<file path="src/rtl/and_or_pipe.sv">
// and_or_pipe: selectable two-level bitwise logic function (AND-OR, OR-AND,
// XOR of ANDs, AOI) over WIDTH-bit operands. The result travels through a
// chain of STAGES elastic valid/ready registers. The block also provides a
// per-result "any bit set" flag, a synchronous flush and a delivered-result
// counter.
module and_or_pipe #(
   parameter int WIDTH  = 8,
   parameter int STAGES = 2
) (
   input  logic             clk,
   input  logic             rst,
   input  logic             clr,
   input  logic             in_valid,
   output logic             in_ready,
   input  logic [WIDTH-1:0] a,
   input  logic [WIDTH-1:0] b,
   input  logic [WIDTH-1:0] c,
   input  logic [WIDTH-1:0] d,
   input  logic [1:0]       mode,
   output logic             out_valid,
   input  logic             out_ready,
   output logic [WIDTH-1:0] f,
   output logic             any_hit,
   output logic [15:0]      result_cnt
);

   typedef enum logic [1:0] {
      MODE_AND_OR = 2'b00,
      MODE_OR_AND = 2'b01,
      MODE_XOR    = 2'b10,
      MODE_AOI    = 2'b11
   } mode_e;

   mode_e            mode_sel;
   logic [WIDTH-1:0] func_res;
   logic             func_hit;

   logic [STAGES-1:0] load;
   logic [STAGES-1:0] move;
   logic              accept;
   logic              deliver;

   logic [STAGES-1:0] v_q;
   logic [STAGES-1:0] v_d;
   logic [STAGES-1:0] hit_q;
   logic [STAGES-1:0] hit_d;
   logic [WIDTH-1:0]  data_q [STAGES];
   logic [WIDTH-1:0]  data_d [STAGES];
   logic [15:0]       cnt_q;
   logic [15:0]       cnt_d;

   assign mode_sel = mode_e'(mode);

   // Combinational logic function ahead of the first stage register
   always_comb begin
      func_res = '0;
      case (mode_sel)
         MODE_AND_OR: func_res = (a & b) | (c & d);
         MODE_OR_AND: func_res = (a | b) & (c | d);
         MODE_XOR:    func_res = (a & b) ^ (c & d);
         MODE_AOI:    func_res = ~((a & b) | (c & d));
         default:     func_res = '0;
      endcase
      func_hit = |func_res;
   end

   // Ready chain: evaluated from the output back towards the input, so a
   // stage can load whenever it is empty or its occupant moves on this cycle
   always_comb begin
      move = '0;
      load = '0;
      move[STAGES-1] = v_q[STAGES-1] & out_ready;
      load[STAGES-1] = ~v_q[STAGES-1] | move[STAGES-1];
      for (int k = STAGES - 2; k >= 0; k--) begin
         move[k] = v_q[k] & load[k+1];
         load[k] = ~v_q[k] | move[k];
      end
      in_ready = ~clr & load[0];
      accept   = in_valid & in_ready;
      deliver  = move[STAGES-1];
   end

   // Next-state of the stage registers; data only updates when a valid item
   // arrives so an emptied stage keeps its old (don't-care) contents
   always_comb begin
      v_d    = v_q;
      hit_d  = hit_q;
      data_d = data_q;
      if (load[0]) begin
         v_d[0] = accept;
         if (accept) begin
            data_d[0] = func_res;
            hit_d[0]  = func_hit;
         end
      end
      for (int k = 1; k < STAGES; k++) begin
         if (load[k]) begin
            v_d[k] = v_q[k-1];
            if (v_q[k-1]) begin
               data_d[k] = data_q[k-1];
               hit_d[k]  = hit_q[k-1];
            end
         end
      end
      if (clr) begin
         v_d = '0;
      end
   end

   // Delivered-result counter, wraps naturally; flush zeroes it and
   // suppresses a handshake completing in the same cycle
   always_comb begin
      cnt_d = cnt_q;
      if (clr) begin
         cnt_d = '0;
      end else if (deliver) begin
         cnt_d = cnt_q + 16'd1;
      end
   end

   // State registers with asynchronous active-low reset
   always_ff @(posedge clk or negedge rst) begin
      if (!rst) begin
         v_q   <= '0;
         hit_q <= '0;
         cnt_q <= '0;
         for (int k = 0; k < STAGES; k++) begin
            data_q[k] <= '0;
         end
      end else begin
         v_q   <= v_d;
         hit_q <= hit_d;
         cnt_q <= cnt_d;
         for (int k = 0; k < STAGES; k++) begin
            data_q[k] <= data_d[k];
         end
      end
   end

   assign out_valid  = v_q[STAGES-1];
   assign f          = data_q[STAGES-1];
   assign any_hit    = hit_q[STAGES-1];
   assign result_cnt = cnt_q;

endmodule

</file>
<file path="config.mk">
export PLATFORM = sky130hd
export DESIGN_NAME = and_or_pipe
export DESIGN_NICKNAME = d
export VERILOG_FILES = /design/src/rtl/and_or_pipe.sv
export SDC_FILE = /design/constraint.sdc
export NUM_CORES = 1
export LEC_CHECK = 0
export BUFFER_PORTS_ARGS = -buffer_cell sky130_fd_sc_hd__buf_2
export CORE_ASPECT_RATIO = 0.6
export CORE_UTILIZATION = 28
export CTS_CLUSTER_SIZE = 24
export DETAILED_ROUTE_END_ITERATION = 12
export PLACE_DENSITY = 0.52
export SYNTH_ARGS = -nofsm -noshare
export SYNTH_HDL_FRONTEND = slang
export SYNTH_SLANG_ARGS = --single-unit
</file>
<file path="constraint.sdc">
create_clock -name clk -period 1.9 [get_ports clk]
set_input_delay 0.095 -clock clk [delete_from_list [all_inputs] [get_ports clk]]
set_output_delay 0.095 -clock clk [all_outputs]
set_load 0.02 [all_outputs]
</file>
Word level (Yosys, flattened, before mapping)
Index checks and enable logic that the tools add are counted.

$add $sub $neg: 1. Equality and inequality tests: 3. Muxes and demuxes: 6. Bitwise logic cells: 17. Reductions and logical operators: 7.

Operator list (number): $mux W16 (2); $pmux W8 S4 (1); $and A8 B8 Y8 (3); $or A8 B8 Y8 (3); $add A16 B1 Y16 const B (1); $not A8 Y8 (1); $reduce_or A8 Y1 (1); $xor A8 B8 Y8 (1); $reduce_bool A2 Y1 (3); $and A1 B1 Y1 (4); $eq A2 B2 Y1 const B (2); $reduce_and A2 Y1 (2); $not A1 Y1 (3); $eq A2 B1 Y1 const B (1); $logic_not A2 Y1 (1); $mux W1 (2); $mux W2 (1); $or A1 B1 Y1 (2).

Bits in registers: 36. Input port bits: 39. Output and inout bits: 27. Logic and storage cells: 41.

Longest topological paths before layout
Gate-level depths: netlist of run 1.

Depth after elaboration: 8. Gate-level depth with buffers: 7. Gate-level depth less buffers: 7.

Worst setup path after synthesis of run 1
OpenSTA, ideal clock, no wires.

Path type: register to register. Start: reg v_q[1]. End: reg hit_q[0]. Setup time: 0.133 ns. Arrival: 1.526 ns. Data required time: 1.767 ns. Path slack: 0.241 ns. Cell stages (with the launch flop): 6. Period minus slack after synthesis: 1.659 ns. Path through: dfrtp_1 -> and2b_1 -> a21oi_4 -> nand2_2 -> nor4_1 -> a31oi_1.

Cells in the longest elaborated chain, start to end: 7.

RTL lines: start, declared (line 43) `logic [STAGES-1:0] v_q;`; start signal, assigned (line 131) `v_q <= v_d;`; $and A1 B1 Y1 or $not A1 Y1 (tied branches) (line 72, 73); $or A1 B1 Y1 (*) (line 73) `load[STAGES-1] = ~v_q[STAGES-1] | move[STAGES-1];`; $and A1 B1 Y1 (*) (line 75) `move[k] = v_q[k] & load[k+1];`; $or A1 B1 Y1 (*) (line 76) `load[k] = ~v_q[k] | move[k];`; $and A1 B1 Y1 (*) (line 78) `in_ready = ~clr & load[0];`; net in_ready (line 14) `output logic in_ready,`; $and A1 B1 Y1 (*) (line 79) `accept = in_valid & in_ready;`; $reduce_and A2 Y1 (no source line) (*); end signal, assigned (line 132) `hit_q <= hit_d;`; end, declared (line 45) `logic [STAGES-1:0] hit_q;`.

Mark *: on every way through the listed nets, which the timed path passes. The rest lies on a longest branch. A chain may end at the register's enable or synchronous reset.

Worst setup path in the final report of run 1
Start: reg v_q[1]. End: reg hit_q[0].

Cells in the longest elaborated chain, start to end: 7.

RTL lines (line): $and A1 B1 Y1 or $not A1 Y1 (tied branches) (72, 73); $or A1 B1 Y1 (*) (73); $and A1 B1 Y1 (*) (75); $or A1 B1 Y1 (*) (76); $and A1 B1 Y1 (78); $and A1 B1 Y1 (79); $reduce_and A2 Y1 (no source line) (*).

Mark *: on every way between the ends. The rest lies on a longest branch, timed or not.

==> results of run 1 <==
[layer usage]
metal | up-vias | track usage [%] | share of wire [%]
met2 | 44 | 16.0 | 38
met4 | 0 | 2.16 | 0.24
met5 | - | 0 | 0
met3 | 2 | 4.37 | 5.9
met1 | 800 | 19.7 | 56
li1 | 888 | - | -
[what timing repair did]
action	4_1_cts	5_1_grt
hold buffers	1	0
buffers inserted	0	0
endpoints found under the hold margin	36	0
[worst min-delay path, stage by stage]
cell and delay, ns:
buf_2 0.11, a21oi_1 0.04, nor2_1 0.07
[logic make-up after synthesis]
kind of cell    after synthesis  synth area share (%)
simple gates                 79                  19.0
buf+inv                      20                  5.20
fa+ha+maj                     9                  5.32
flops                        36                  42.5
xor+xnor                     11                  4.55
mux                          19                  9.92
compound gates               42                  13.5
[sequential cells by signal, indices dropped and copies added, names as in the netlist]
name and count:
v_q 2, f 8, result_cnt 16, hit_q 2, data_q 8
[worst max-delay path by stage]
| stage | startpoint | to | cells past startpoint |
|---|---|---|---|
| 2_1_floorplan | v_q[1] | hit_q[0] | 5 |
| 4_1_cts | v_q[1] | hit_q[0] | 5 |
| 3_3_place_gp | v_q[1] | f[0] | 3 |
| 3_5_place_dp | v_q[1] | hit_q[0] | 5 |
| 6_report | v_q[1] | hit_q[0] | 5 |
| 5_1_grt | v_q[1] | result_cnt[15] | 5 |
[synthesized netlist by cell type (3+ instances only)]
library cell and number:
buf_4 8, dfrtp_1 36, mux2_2 16, o221ai_1 3
o22a_1 3, xor2_1 9, nand3_1 6, o21ai_0 9
o211ai_1 7, a21oi_1 9, buf_2 4, nand2b_1 4
ha_1 9, a22oi_1 3, nand2_1 25, inv_1 5
mux2i_1 3, nor2_1 24, or3_1 4
[layout make-up]
cell class,count,area [µm²],area share [%]
Sequential cell,36,901,33.3
Clock inverter,3,90.1,3.33
Timing Repair Buffer,66,335,12.4
Clock buffer,5,125,4.62
Tap cell,104,130,4.81
Inverter,5,18.8,0.693
Multi-Input combinational cell,160,1110,40.9
[power by group through the flow]
stage / combinational (W) / clock (W) / sequential [W]
after floorplan: 0.000370 / 0 / 0.000918
after global placement: 0.000447 / 0 / 0.000936
after detailed placement: 0.000458 / 0 / 0.000934
after CTS: 0.000463 / 0.00122 / 0.000922
after global routing: 0.000506 / 0.00124 / 0.000936
final: 0.000456 / 0.00118 / 0.000921
[metrics by stage]
step	setup slack [ns]	utilization, %	total power (W)
6_report	0.260	37.1	0.00256
5_1_grt	0.179	37.1	0.00269
4_1_cts	0.276	37.1	0.00260
3_5_place_dp	0.296	34.0	0.00139
3_3_place_gp	0.346	34.0	0.00138
2_1_floorplan	0.241	-	0.00129
==> flow_summary_export.csv, run 1 <==
group,metric,value,unit
worst_setup_path,crit_path_max_fanout,10,
timing,min_period_over_period,86.3,%
cells_and_area,final_cell_mix,"buf_2, dfrtp_1, nand2_1, nor2_1, mux2_2",
timing,tightest_slew,0.781,ns
floorplanning,fp.dieH,69.4,µm
placement,dp_hpwl,3.63,mm
timing,finalCriticalPeriod,1.64,ns
cells_and_area,antenna_cells,0,
routing,drt_first_iter_violations,80,
routing,wl,4.68,mm
cts,cts_max_level,2,
worst_setup_path,critPathMaxStageDelay,0.43,ns
routing,post-route-drc-count,0,
synth,synth_nets,264,
cells_and_area,final_common_cell,"buf_2",
cts,clk_path_buf_depth,2,
outcome,status,"complete, no violations",
timing,hold_ws,0.0832,ns
synth,synth.distinct_cells,41,
synth,synth.avg_cell_area,9.81,µm²
floorplanning,initial_utilization,29.0,%
power,total_leakage_power,1.27,nW
worst_setup_path,cpMaxStageDelayCell,"dfrtp_1",
worst_setup_path,worstSetupStartpointType,"register",
synth,synth_top_area_share,42.5,%
floorplanning,placementRows,24,
synth,synth_seq_area_share,42.5,%
cts,cts_made_buffers,5,
worst_setup_path,rr_endpoint,"hit_q[0]",
floorplanning,ioPinCount,66,
floorplanning,die_area,7930,µm²
cells_and_area,fin_area,2710,µm²
synth,ys.flop_type,"dfrtp_1",
cells_and_area,nFillCells,748,
synth,synth_edf_count,0,
timing,finalSetupViolCount,0,
cts,cts_tree,"done",
global_route,grt.overflow.total,0,
routing,drtAntennaViolNets,0,
power,p_seq_share,36.0,%
flow_run,cap_violations,0,
global_route,grt_pass1_wl,7.84,mm
placement,dp_cells,370,
worst_setup_path,cp.required,2.04,ns
synth,syn_inst,216,
timing,rsz0062_at_grt,"no",
timing,max_freq,610,MHz
placement,placed_area,2480,µm²
worst_setup_path,crit_chain,"and2b_1, a21oi_4, nand2_2, nor4_1, a31oi_1",
routing,routedWlPerCell,12.3,µm
timing,maxSlewViolCount,0,
power,sw_frac_of_total,23.8,%
power,ir_worst_vdd,0.000400,V
cells_and_area,fin_cells,379,
timing,setup_tns,0,ns
global_route,antenna_found_initial,0,
hold_path,holdPathEnd,"v_q[0]",
routing,vias_per_cell,4.58,
cts,cts_root_buf,"clkbuf_16",
cells_and_area,nets,322,
synth,ys_async_sr_fraction,100,%
timing,timing.final.hold_violations,0,
hold_path,hold_start,"in_valid",
worst_setup_path,critPathKind,"register to register",
synth,ys_ff_latch,36,
worst_setup_path,r2r-start,"v_q[1]",
worst_setup_path,crit_family,"simple AND/OR/NAND/NOR gates",
power,p_clk_share,46.2,%
worst_setup_path,path_buf_inv,0,
floorplanning,core_area,7300,µm²
placement,port_buffers,65,
synth,ys_warn_count,0,
placement,place.gp.congestion,0.704,
worst_setup_path,r2r_slack,0.26,ns
cts,clkSinkCount,36,
worst_setup_path,critPathCaptureType,"register",
routing,firstDrtPassIters,4,
cells_and_area,synthToLayoutAreaGrowth,27.8,%
routing,vias,1734,
global_route,grt_pass1_vias,1642,
global_route,grt_max_degree,37,
hold_path,holdPathStages,3,
cts,cts_resized,0,
cells_and_area,drive_gt1_share,34.9,%
synth,yosysTopAreaCell,"dfrtp_1",
cts,clk_pin_slew,0.06,ns
power,p_per_area,946,nW/µm²
power,pwr-share-comb,17.8,%
cts,clk_latency,0.27,ns
synth,syn_area,2120,µm²
power,p_int,0.00195,W
timing,slew-limit-headroom,47.9,%
worst_setup_path,arrival,1.78,ns
timing,fin_skew,0.00373,ns
floorplanning,chipWidth,114,µm
worst_setup_path,rr_worst_depth,5,
synth,yosys-top-cells-area,"dfrtp_1, mux2_2, ha_1",
hold_path,hold_class,"input port to register",
global_route,track_usage,12.5,%
power,p_switching,0.000611,W
(Power assumes the default switching activity.)
==> inputs of run 2 (changes only) <==
--- a/config.mk
+++ b/config.mk
@@ -5,12 +5,14 @@
 export SDC_FILE = /design/constraint.sdc
 export NUM_CORES = 1
 export LEC_CHECK = 0
+export ABC_AREA = 1
 export BUFFER_PORTS_ARGS = -buffer_cell sky130_fd_sc_hd__buf_2
 export CORE_ASPECT_RATIO = 0.6
 export CORE_UTILIZATION = 28
 export CTS_CLUSTER_SIZE = 24
 export DETAILED_ROUTE_END_ITERATION = 12
-export PLACE_DENSITY = 0.52
+export PLACE_DENSITY = 0.51
+export SETUP_SLACK_MARGIN = 0.15
 export SYNTH_ARGS = -nofsm -noshare
 export SYNTH_HDL_FRONTEND = slang
 export SYNTH_SLANG_ARGS = --single-unit
==> flow_summary_export.csv, run 2 <==
group,metric,value,unit
cts,clkSinkCount,36,
worst_setup_path,worstSetupStartpointType,"register",
synth,synth_top_area_share,39.1,%
power,p_int,0.00156,W
timing,fin_skew,0.00509,ns
global_route,grt_pass1_wl,9.23,mm
cells_and_area,drive_gt1_share,22.1,%
timing,min_period_over_period,82.8,%
cells_and_area,synthToLayoutAreaGrowth,24.8,%
synth,synth_common_cells,"nand2_1, inv_1, dfrtp_1",
synth,ys_ff_latch,36,
worst_setup_path,critPathCaptureType,"register",
worst_setup_path,cpMaxStageDelayCell,"dfrtp_1",
floorplanning,die_area,8610,µm²
timing,max_freq,636,MHz
synth,synth.avg_cell_area,6.92,µm²
timing,rsz0062_at_grt,"no",
cts,cts_tree,"done",
power,total_leakage_power,1.65,nW
placement,dp_hpwl,4.52,mm
cells_and_area,final_cell_mix,"nand2_1, buf_2, inv_1, dfrtp_1, nor2_1",
synth,synth_seq_area_share,39.1,%
synth,ys.flop_type,"dfrtp_1",
cells_and_area,final_common_cell,"nand2_1",
worst_setup_path,arrival,1.74,ns
power,p_per_area,756,nW/µm²
synth,synth_most_common_cell,"nand2_1",
outcome,status,"complete, no violations",
synth,synth_edf_count,0,
floorplanning,placementRows,25,
routing,vias,2195,
timing,finalCriticalPeriod,1.57,ns
cts,cts_root_buf,"clkbuf_16",
cts,clk_pin_slew,0.06,ns
floorplanning,core_area,7910,µm²
global_route,grt_pass1_vias,1911,
flow_run,cap_violations,0,
synth,yosysTopAreaCell,"dfrtp_1",
hold_path,hold_class,"input port to register",
floorplanning,fp.dieH,72.3,µm
synth,yosys-top-cells-area,"dfrtp_1, nand2_1, inv_1",
synth,syn_area,2300,µm²
routing,firstDrtPassIters,4,
global_route,grt.overflow.total,0,
timing,tightest_slew,0.544,ns
floorplanning,chipWidth,119,µm
placement,dp_cells,498,
placement,port_buffers,65,
worst_setup_path,critPathKind,"register to register",
power,p_switching,0.000614,W
worst_setup_path,cp.required,2.07,ns
routing,drtAntennaViolNets,0,
floorplanning,initial_utilization,29.1,%
cells_and_area,antenna_cells,0,
power,ir_worst_vdd,0.000431,V
synth,synth_nets,381,
worst_setup_path,crit_chain,"ha_1, inv_1, nor3_2, nand2_1, inv_1, nand2_1, o21ai_0, a21oi_1",
global_route,antenna_found_initial,0,
cells_and_area,fin_cells,507,
synth,synth.distinct_cells,21,
synth,syn_inst,333,
routing,wl,5.49,mm
synth,ys_async_sr_fraction,100,%
timing,timing.final.hold_violations,0,
worst_setup_path,crit_path_max_fanout,5,
global_route,grt_max_degree,24,
power,pwr-share-comb,20.7,%
cts,clk_path_buf_depth,2,
timing,maxSlewViolCount,0,
routing,drt_first_iter_violations,70,
synth,ys_warn_count,0,
floorplanning,ioPinCount,66,
worst_setup_path,path_buf_inv,2,
worst_setup_path,critPathMaxStageDelay,0.42,ns
placement,place.gp.congestion,0.828,
power,p_clk_share,37.9,%
cts,clk_latency,0.28,ns
routing,vias_per_cell,4.33,
cells_and_area,largest_reg_flops,16,
timing,setup_tns,0,ns
worst_setup_path,crit_family,"simple AND/OR/NAND/NOR gates",
cts,cts_made_buffers,5,
routing,post-route-drc-count,0,
global_route,track_usage,13.6,%
cts,cts_max_level,2,
timing,slew-limit-headroom,63.7,%
power,p_seq_share,41.5,%
cells_and_area,nFillCells,839,
cells_and_area,nets,446,
routing,routedWlPerCell,10.8,µm
power,sw_frac_of_total,28.3,%
timing,finalSetupViolCount,0,
-- run 2: final timing paths --
| kind | endpoint | cells after the start | slack, ns | start |
|---|---|---|---|---|
| worst min register to register | data_q[11] | 2 | 0.48 | data_q[11] |
| worst max register to register | result_cnt[10] | 8 | 0.33 | result_cnt[1] |
| max in group asynchronous | data_q[12] | 3 | 1.04 | rst |
| worst min-delay path | v_q[0] | 2 | 0.09 | clr |
| worst max-delay path | result_cnt[10] | 8 | 0.33 | result_cnt[1] |
| min in group asynchronous | result_cnt[7] | 2 | 0.33 | rst |
-- run 2: kinds of logic after synthesis --
logic type	count (synthesis)	share of synthesized area (%)
AND/OR/NAND/NOR	175	31.3
adder cells (fa/ha/maj)	9	4.89
XOR/XNOR	1	0.380
AO/OA/AOI/OAI	29	6.41
buffers and inverters	74	13.5
multiplexers	9	4.40
flip-flops	36	39.1
-- run 2: power by group through the flow --
stage                     Combinational, W  Sequential [W]  Clock (W)
after floorplan                   0.000339        0.000910          0
after global placement            0.000447        0.000915          0
after detailed placement          0.000457        0.000914          0
after CTS                         0.000460        0.000902   0.000843
after global routing              0.000509        0.000915   0.000880
final                             0.000449        0.000900   0.000822
-- run 2: final cells by class --
cell class                 instances  area (µm²)  area share, %
multi-input combinational        223        1100           38.2
sequential                        36         901           31.3
timing repair buffer              69         358           12.5
inverter                          63         236           8.23
clock buffer                       8         146           5.09
tap                              108         135           4.70
-- run 2: repair_timing --
| item | 4_1_cts | 5_1_grt |
|---|---|---|
| gates resized for setup | 0 | 1 |
| setup buffers | 0 | 0 |
| endpoints found under the setup margin | 0 | 2 |
| hold endpoints to repair | 21 | 0 |
| hold buffers | 1 | 0 |
-- run 2: per-stage QoR --
step	total power [W]	util, %	instance area, µm²	worst slack, ns	hold slack [ns]
3_5_place_dp	0.00137	34.3	2710	0.246	0.115
2_1_floorplan	0.00125	-	2300	0.328	-0.201
5_1_grt	0.00230	36.3	2870	0.162	0.103
3_3_place_gp	0.00136	34.3	2710	0.329	0.115
6_report	0.00217	36.3	2870	0.327	0.0879
4_1_cts	0.00220	36.3	2870	0.235	0.0871
-- run 2: per-layer routing --
metal	up-vias	part of all wire, %	global-route usage, %
met5	-	0	0
li1	1155	-	-
met3	6	6.9	4.25
met2	51	39	18.9
met1	983	53	20.4
met4	0	0.75	2.95
